**src/rtl/fxp_pkg.sv**
```systemverilog
// Shared fixed-point datapath types and width helpers.
package fxp_pkg;

  typedef enum logic {
    RND_TRUNC     = 1'b0,
    RND_HALF_AWAY = 1'b1
  } rnd_mode_e;

  // Accumulator width that holds acc_len full-precision products without overflow.
  function automatic int unsigned acc_width(input int unsigned data_w,
                                            input int unsigned acc_len);
    return 2 * data_w + $clog2(acc_len);
  endfunction

endpackage

```
**src/rtl/mac_acc_rnd_sat_if.sv**
```systemverilog
// Term input stream and result output stream of the MAC accumulator.
interface mac_acc_rnd_sat_if #(
  parameter int unsigned DATA_W = 16,
  parameter int unsigned ACC_W  = 36
) ();
  import fxp_pkg::*;

  logic signed [DATA_W-1:0] a_i;
  logic signed [DATA_W-1:0] x_i;
  logic signed [ACC_W-1:0]  b_i;
  logic                     valid_i;
  logic                     ready_o;
  logic                     flush_i;
  rnd_mode_e                rnd_mode_i;
  logic [DATA_W-1:0]        y_sat_o;
  logic [ACC_W-1:0]         y_ori_o;
  logic                     sat_o;
  logic                     valid_o;
  logic                     ready_i;

  modport master (
    output a_i, x_i, b_i, valid_i, flush_i, rnd_mode_i, ready_i,
    input  ready_o, y_sat_o, y_ori_o, sat_o, valid_o
  );

  modport slave (
    input  a_i, x_i, b_i, valid_i, flush_i, rnd_mode_i, ready_i,
    output ready_o, y_sat_o, y_ori_o, sat_o, valid_o
  );

endinterface

```
**src/rtl/fxp_round_sat.sv**
```systemverilog
// Rounds a Q(2F) accumulator to Q(F) and clamps it to DATA_W signed bits.
module fxp_round_sat
  import fxp_pkg::*;
#(
  parameter int unsigned ACC_W  = 36,
  parameter int unsigned DATA_W = 16,
  parameter int unsigned FRAC_W = 9
) (
  input  logic signed [ACC_W-1:0] acc,
  input  rnd_mode_e               rnd_mode,
  output logic [DATA_W-1:0]       y_sat_c,
  output logic                    sat_c
);

  localparam int unsigned RND_W = ACC_W - FRAC_W + 1;
  localparam int unsigned TOP_W = RND_W - DATA_W + 1;

  logic             carry;
  logic [RND_W-1:0] rnd;
  logic [TOP_W-1:0] top;

  // Carry from the dropped fraction, then clamp when the bits above the result sign disagree.
  always_comb begin
    carry   = 1'b0;
    rnd     = '0;
    top     = '0;
    y_sat_c = '0;
    sat_c   = 1'b0;
    if (rnd_mode == RND_HALF_AWAY) begin
      // Negative values need strictly more than half to move toward zero.
      carry = acc[ACC_W-1] ? (acc[FRAC_W-1] & (|acc[FRAC_W-2:0])) : acc[FRAC_W-1];
    end
    rnd   = {acc[ACC_W-1], acc[ACC_W-1:FRAC_W]} + RND_W'(carry);
    top   = rnd[RND_W-1:DATA_W-1];
    sat_c = ~(&top) & (|top);
    if (sat_c) begin
      y_sat_c = rnd[RND_W-1] ? {1'b1, {(DATA_W-1){1'b0}}} : {1'b0, {(DATA_W-1){1'b1}}};
    end else begin
      y_sat_c = rnd[DATA_W-1:0];
    end
  end

endmodule

```
**src/rtl/mac_acc_rnd_sat.sv**
```systemverilog
// Streaming signed MAC: bias plus ACC_LEN products, rounded and saturated per block.
module mac_acc_rnd_sat
  import fxp_pkg::*;
#(
  parameter int unsigned DATA_W  = 16,
  parameter int unsigned FRAC_W  = 9,
  parameter int unsigned ACC_LEN = 16
) (
  input  logic             clk_i,
  input  logic             rst_i,
  mac_acc_rnd_sat_if.slave bus
);

  localparam int unsigned ACC_W  = acc_width(DATA_W, ACC_LEN);
  localparam int unsigned PROD_W = 2 * DATA_W;
  localparam int unsigned CNT_W  = $clog2(ACC_LEN);
  localparam logic [CNT_W-1:0] CNT_LAST = CNT_W'(ACC_LEN - 1);

  logic                     stall;
  logic                     accept;
  logic [CNT_W-1:0]         cnt;
  logic signed [PROD_W-1:0] a_ext;
  logic signed [PROD_W-1:0] x_ext;
  logic signed [PROD_W-1:0] prod_c;

  logic                     s1_vld;
  logic                     s1_first;
  logic                     s1_last;
  logic signed [ACC_W-1:0]  s1_prod;
  logic signed [ACC_W-1:0]  s1_b;
  rnd_mode_e                s1_mode;

  logic                     s2_pend;
  rnd_mode_e                s2_mode;
  logic signed [ACC_W-1:0]  acc;

  logic [DATA_W-1:0]        y_sat_c;
  logic                     sat_c;

  // Backpressure freezes the whole pipeline; flush also refuses the current term.
  assign stall       = bus.valid_o & ~bus.ready_i;
  assign bus.ready_o = ~stall & ~bus.flush_i;
  assign accept      = bus.valid_i & bus.ready_o;

  // Full-precision signed product.
  assign a_ext  = {{DATA_W{bus.a_i[DATA_W-1]}}, bus.a_i};
  assign x_ext  = {{DATA_W{bus.x_i[DATA_W-1]}}, bus.x_i};
  assign prod_c = a_ext * x_ext;

  // Stage 1: product register, block position flags and term counter.
  always_ff @(posedge clk_i or posedge rst_i) begin
    if (rst_i) begin
      cnt      <= '0;
      s1_vld   <= 1'b0;
      s1_first <= 1'b0;
      s1_last  <= 1'b0;
      s1_prod  <= '0;
      s1_b     <= '0;
      s1_mode  <= RND_TRUNC;
    end else if (bus.flush_i) begin
      cnt    <= '0;
      s1_vld <= 1'b0;
    end else if (!stall) begin
      s1_vld <= accept;
      if (accept) begin
        s1_prod  <= ACC_W'(prod_c);
        s1_b     <= bus.b_i;
        s1_mode  <= bus.rnd_mode_i;
        s1_first <= (cnt == '0);
        s1_last  <= (cnt == CNT_LAST);
        cnt      <= (cnt == CNT_LAST) ? '0 : cnt + CNT_W'(1);
      end
    end
  end

  // Stage 2: accumulator, restarted from the bias on the first term of a block.
  always_ff @(posedge clk_i or posedge rst_i) begin
    if (rst_i) begin
      acc     <= '0;
      s2_pend <= 1'b0;
      s2_mode <= RND_TRUNC;
    end else if (!stall) begin
      s2_pend <= s1_vld & s1_last;
      if (s1_vld) begin
        acc     <= (s1_first ? s1_b : acc) + s1_prod;
        s2_mode <= s1_mode;
      end
    end
  end

  fxp_round_sat #(
    .ACC_W (ACC_W),
    .DATA_W(DATA_W),
    .FRAC_W(FRAC_W)
  ) u_round_sat (
    .acc     (acc),
    .rnd_mode(s2_mode),
    .y_sat_c (y_sat_c),
    .sat_c   (sat_c)
  );

  // Output register: loads a finished block, otherwise drops valid once consumed.
  always_ff @(posedge clk_i or posedge rst_i) begin
    if (rst_i) begin
      bus.y_ori_o <= '0;
      bus.y_sat_o <= '0;
      bus.sat_o   <= 1'b0;
      bus.valid_o <= 1'b0;
    end else if (!stall && s2_pend) begin
      bus.y_ori_o <= acc;
      bus.y_sat_o <= y_sat_c;
      bus.sat_o   <= sat_c;
      bus.valid_o <= 1'b1;
    end else if (bus.ready_i) begin
      bus.valid_o <= 1'b0;
    end
  end

endmodule
```
**src/flat_wrapper.sv**
```systemverilog
// flat-port wrapper written by rule: the top's interface ports become plain ports
module mac_acc_rnd_sat_flat import fxp_pkg::*;
#(
  parameter int unsigned DATA_W  = 16,
  parameter int unsigned FRAC_W  = 9,
  parameter int unsigned ACC_LEN = 16
)
  (clk_i, rst_i, bus_a_i, bus_x_i, bus_b_i, bus_valid_i, bus_flush_i, bus_rnd_mode_i, bus_ready_i, bus_ready_o, bus_y_sat_o, bus_y_ori_o, bus_sat_o, bus_valid_o);
  mac_acc_rnd_sat_if #(.DATA_W(DATA_W)) bus_i ();
  input  logic clk_i;
  input  logic rst_i;
  input wire logic [$bits(bus_i.a_i)-1:0] bus_a_i;
  input wire logic [$bits(bus_i.x_i)-1:0] bus_x_i;
  input wire logic [$bits(bus_i.b_i)-1:0] bus_b_i;
  input wire logic [$bits(bus_i.valid_i)-1:0] bus_valid_i;
  input wire logic [$bits(bus_i.flush_i)-1:0] bus_flush_i;
  input wire logic [$bits(bus_i.rnd_mode_i)-1:0] bus_rnd_mode_i;
  input wire logic [$bits(bus_i.ready_i)-1:0] bus_ready_i;
  output wire logic [$bits(bus_i.ready_o)-1:0] bus_ready_o;
  output wire logic [$bits(bus_i.y_sat_o)-1:0] bus_y_sat_o;
  output wire logic [$bits(bus_i.y_ori_o)-1:0] bus_y_ori_o;
  output wire logic [$bits(bus_i.sat_o)-1:0] bus_sat_o;
  output wire logic [$bits(bus_i.valid_o)-1:0] bus_valid_o;
  assign bus_i.a_i = bus_a_i;
  assign bus_i.x_i = bus_x_i;
  assign bus_i.b_i = bus_b_i;
  assign bus_i.valid_i = bus_valid_i;
  assign bus_i.flush_i = bus_flush_i;
  assign bus_i.rnd_mode_i = bus_rnd_mode_i;
  assign bus_i.ready_i = bus_ready_i;
  assign bus_ready_o = bus_i.ready_o;
  assign bus_y_sat_o = bus_i.y_sat_o;
  assign bus_y_ori_o = bus_i.y_ori_o;
  assign bus_sat_o = bus_i.sat_o;
  assign bus_valid_o = bus_i.valid_o;
  mac_acc_rnd_sat #(.DATA_W(DATA_W), .FRAC_W(FRAC_W), .ACC_LEN(ACC_LEN)) u_core (.clk_i(clk_i), .rst_i(rst_i), .bus(bus_i));
endmodule
```
**config.mk**
```make
export PLATFORM = sky130hd
export DESIGN_NAME = mac_acc_rnd_sat_flat
export DESIGN_NICKNAME = d
export VERILOG_FILES = /design/src/rtl/fxp_pkg.sv /design/src/rtl/mac_acc_rnd_sat_if.sv /design/src/rtl/fxp_round_sat.sv /design/src/rtl/mac_acc_rnd_sat.sv /design/src/flat_wrapper.sv
export SDC_FILE = /design/constraint.sdc
export NUM_CORES = 1
export LEC_CHECK = 0
export CORE_AREA = 2 2 187 189
export DETAILED_ROUTE_END_ITERATION = 10
export DIE_AREA = 0 0 189 191
export MAX_ROUTING_LAYER = met4
export PLACE_DENSITY = 0.9
export SLEW_MARGIN = 20
export SYNTH_ARGS = -nofsm -noshare
export SYNTH_HDL_FRONTEND = slang
export SYNTH_SLANG_ARGS = --single-unit
```
**constraint.sdc**
```tcl
create_clock -name clk_i -period 5.1 [get_ports clk_i]
set_clock_uncertainty 0.15 [all_clocks]
set_input_delay 0.765 -clock clk_i [delete_from_list [all_inputs] [get_ports clk_i]]
set_output_delay 0.765 -clock clk_i [all_outputs]
set_load 0.01 [all_outputs]
```
==> results_dict.tcl <==
set metrics [dict create \
    reg2reg_slack_ns 0.67 \
    slew_violations 0 \
    numCtsBuffers 17 \
    instances_no_fill 2894 \
    slew_headroom_pct 24.7 \
    drt_pass1_iterations 7 \
    synthTopCellsByArea "fa_1 (28%), dfrtp_1 (22%), nand2_1 (9.0%), ha_1 (8.0%), inv_1 (6.6%)" \
    drt_wl_total_mm 55.0 \
    finalNetCount 2884 \
    port_buffers 128 \
    antenna_found_initial 0 \
    first_global_vias 17700 \
    wl_per_cell_um 19.0 \
    final_cell_mix "nand2_1 (443), inv_1 (292), fa_1 (235)" \
    critPathMostFrequentCell "fa_1" \
    crit_arrival_ns 6.79 \
    maxCapViolCount 0 \
    final_antenna_net_count 0 \
    rsz0062_at_grt "yes" \
    fmax_ghz 0.150 \
    synth_top_area_share_pct 27.8 \
    core_um2 34100 \
    initial_core_util_pct 55.4 \
    final_core_util_pct 70.2 \
    hold_depth 2 \
    min_period_ns 6.64 \
    syn_area_um2 18900 \
    status "complete, but fails checks" \
    grt_first_pass_wirelength_mm 88.0 \
    path_max_fanout 7 \
    final_area_um2 24000 \
    synth-edff-count 0 \
    worstSetupStartpointType "primary input" \
    antenna_cells 0 \
    worst_slew_pin_slew_ns 1.12 \
    top_layer_used "met4" \
    die_h_um 191 \
    r2r_start "u_core.acc[35]$_DFFE_PP0P_" \
    fillers 2258 \
    via_count 16400 \
    post-place-ws_ns -2.53 \
    drc 0 \
    cts_buffer_depth 2 \
    grt_usage_pct 31.6 \
    synth-main-ff-cell "dfrtp_1" \
    routed_via_density 5.68 \
    wl_met1_mm 19.8 \
    cts-root-buf "clkbuf_16" \
    wl_met3_mm 3.56 \
    synthCells 2132 \
    worstSetupPathType "in2reg" \
    yosys_register_bits 168 \
    drive_above_1_share_pct 21.5 \
    grt-ovfl-total 0 \
    wl_met2_mm 28.1 \
    hp-class "reg2reg" \
    multi_input_area_um2 13900 \
    htree_levels 4 \
    worstSkewPairLatency_ns 0.44 \
    die_w_um 189 \
    dpl.cell_count 2801 \
    setup_violations 22 \
    failed_checks "negative setup slack" \
    min_from "u_core.bus.y_ori_o[2]$_DFFE_PP0P_" \
    critPathSlowestCell "fa_1" \
    syn2layout_area_growth_pct 26.7 \
    cp_cell_sequence "clkbuf_4 -> buf_4 -> and2_1 -> fa_1 -> inv_1 -> fa_1 -> inv_1 -> fa_1 -> inv_2 -> fa_2 -> fa_2 -> fa_1 -> inv_1 -> ha_4 -> a21o_1 -> a21o_1 -> a21oi_2 -> o22ai_2 -> a2111oi_4 -> o21ai_2 -> a2111o_1 -> a31oi_2 -> xnor2_1 -> o21ai_1" \
    register_area_um2 4200 \
    routabilityCongestion 0.973 \
    postPlaceCellArea_um2 22100 \
    slowest_delay_ns 0.63 \
    grt_max_degree 169 \
    cts_tree "built" \
    rr_endpoint "u_core.bus.y_sat_o[12]$_DFFE_PP0P_" \
    yosys.area.top_type "fa_1" \
    fin_ws_ns -1.54 \
    synthArstFlopShare_pct 100 \
    synth.avg_cell_area_um2 8.87 \
    hold_path_end "u_core.bus.y_ori_o[2]$_DFFE_PP0P_" \
    rr_worst_depth 13 \
    clk_pin_slew_worst_paths_ns 0.06 \
    cp.required_ns 5.25 \
    pin_count 129 \
    cts_sinks 168 \
    dieArea_um2 36100 \
    drt_iter0_markers 1329 \
    synth_cell_types 61 \
    worstSetupEndpointType "flop" \
    cts_hold_buf 0 \
    final_common_cell "nand2_1" \
    synth_seq_area_share_pct 22.2 \
    dp.final_hpwl_mm 38.2 \
    synth_fp_nets 2590 \
    ys_warn_count 0 \
    rows 68 \
    hold_viol 0 \
    fin_crit_sh_pct 130 \
    startpoint "bus_a_i[14]" \
]
## flip-flops by register name, indices dropped and copies added (netlist names)
| signal | cells |
|---|---|
| u_core.s1_b | 36 |
| u_core.s1_last | 1 |
| u_core.bus.valid_o | 1 |
| u_core.acc | 36 |
| u_core.s1_prod | 32 |
| u_core.s1_first | 1 |
| u_core.bus.y_sat_o | 16 |
| u_core.bus.y_ori_o | 36 |
| u_core.s1_vld | 1 |
| u_core.cnt | 4 |
| u_core.bus.sat_o | 1 |
| u_core.s1_mode | 1 |
| u_core.s2_pend | 1 |
| u_core.s2_mode | 1 |
## kinds of logic (layout without fill, tap and decap cells)
group | count (synthesis) | after routing | share of synthesized area [%]
AO/OA/AOI/OAI | 275 | 275 | 9.24
XOR/XNOR | 80 | 80 | 3.70
adder cells (fa/ha/maj) | 384 | 384 | 35.8
buffers and inverters | 425 | 732 | 8.47
flip-flops | 168 | 168 | 22.2
multiplexers | 40 | 40 | 2.35
AND/OR/NAND/NOR | 760 | 760 | 18.2
## what timing repair did
action / 4_1_cts / 5_1_grt
endpoints found under the setup margin: 24 / 24
gates resized for setup: 304 / 79
gates cloned: 7 / 0
pin swaps: 121 / 78
setup buffers: 50 / 19
## worst max-delay path, delay by kind of cell
family | cells | cell delay, ns
adder cells (fa/ha/maj) | 7 | 3.36
AO/OA/AOI/OAI | 9 | 1.77
buffers and inverters | 6 | 0.57
AND/OR/NAND/NOR | 1 | 0.17
XOR/XNOR | 1 | 0.14
## worst max path at each step
stage	endpoint	slack (ns)	cells past startpoint
6_report	u_core.s1_prod[31]$_DFFE_PP0P_	-1.54	24
5_1_grt	u_core.s1_prod[31]$_DFFE_PP0P_	-1.68	24
4_1_cts	u_core.s1_prod[30]$_DFFE_PP0P_	-1.48	23
3_5_place_dp	u_core.s1_prod[31]$_DFFE_PP0P_	-2.53	24
3_3_place_gp	u_core.s1_prod[30]$_DFFE_PP0P_	-2.39	22
2_1_floorplan	u_core.s1_prod[30]$_DFFE_PP0P_	-1.72	20
## per-layer routing
| layer | global-route usage [%] | up-vias |
|---|---|---|
| met5 | - | - |
| met4 | 17.7 | 0 |
| met3 | 4.30 | 305 |
| met2 | 55.3 | 867 |
| met1 | 34.8 | 8008 |
| li1 | - | 7257 |
## through the flow
step / hold slack (ns) / setup TNS [ns]
floorplan: 0.290 / -16.32
global placement: 0.305 / -38.01
detailed placement: 0.310 / -41.22
CTS: 0.331 / -18.02
global route: 0.341 / -24.25
finish: 0.327 / -21.01
## Yosys cell counts, types with 11 or more instances
cell type	count
clkbuf_1	85
and2_1	129
ha_1	121
xnor2_1	44
nor3_1	14
fa_1	263
o21a_1	14
and3_1	13
nand3_1	20
dfrtp_1	168
xor2_1	36
a21oi_1	64
a21o_1	32
nand2_1	456
mux2_2	36
o21ai_0	87
nand2b_1	11
inv_1	333
nor2_1	67
## area by class of cell
type | count | area share [%]
Clock buffer | 21 | 1.96
Tap cell | 455 | 2.38
Timing Repair Buffer | 367 | 14.1
Inverter | 333 | 5.24
Sequential cell | 168 | 17.5
Multi-Input combinational cell | 1539 | 58.0
Clock inverter | 11 | 0.809
Power is not shown: default switching activity piles up to over one toggle a cycle in this logic, so the estimate is an artifact.
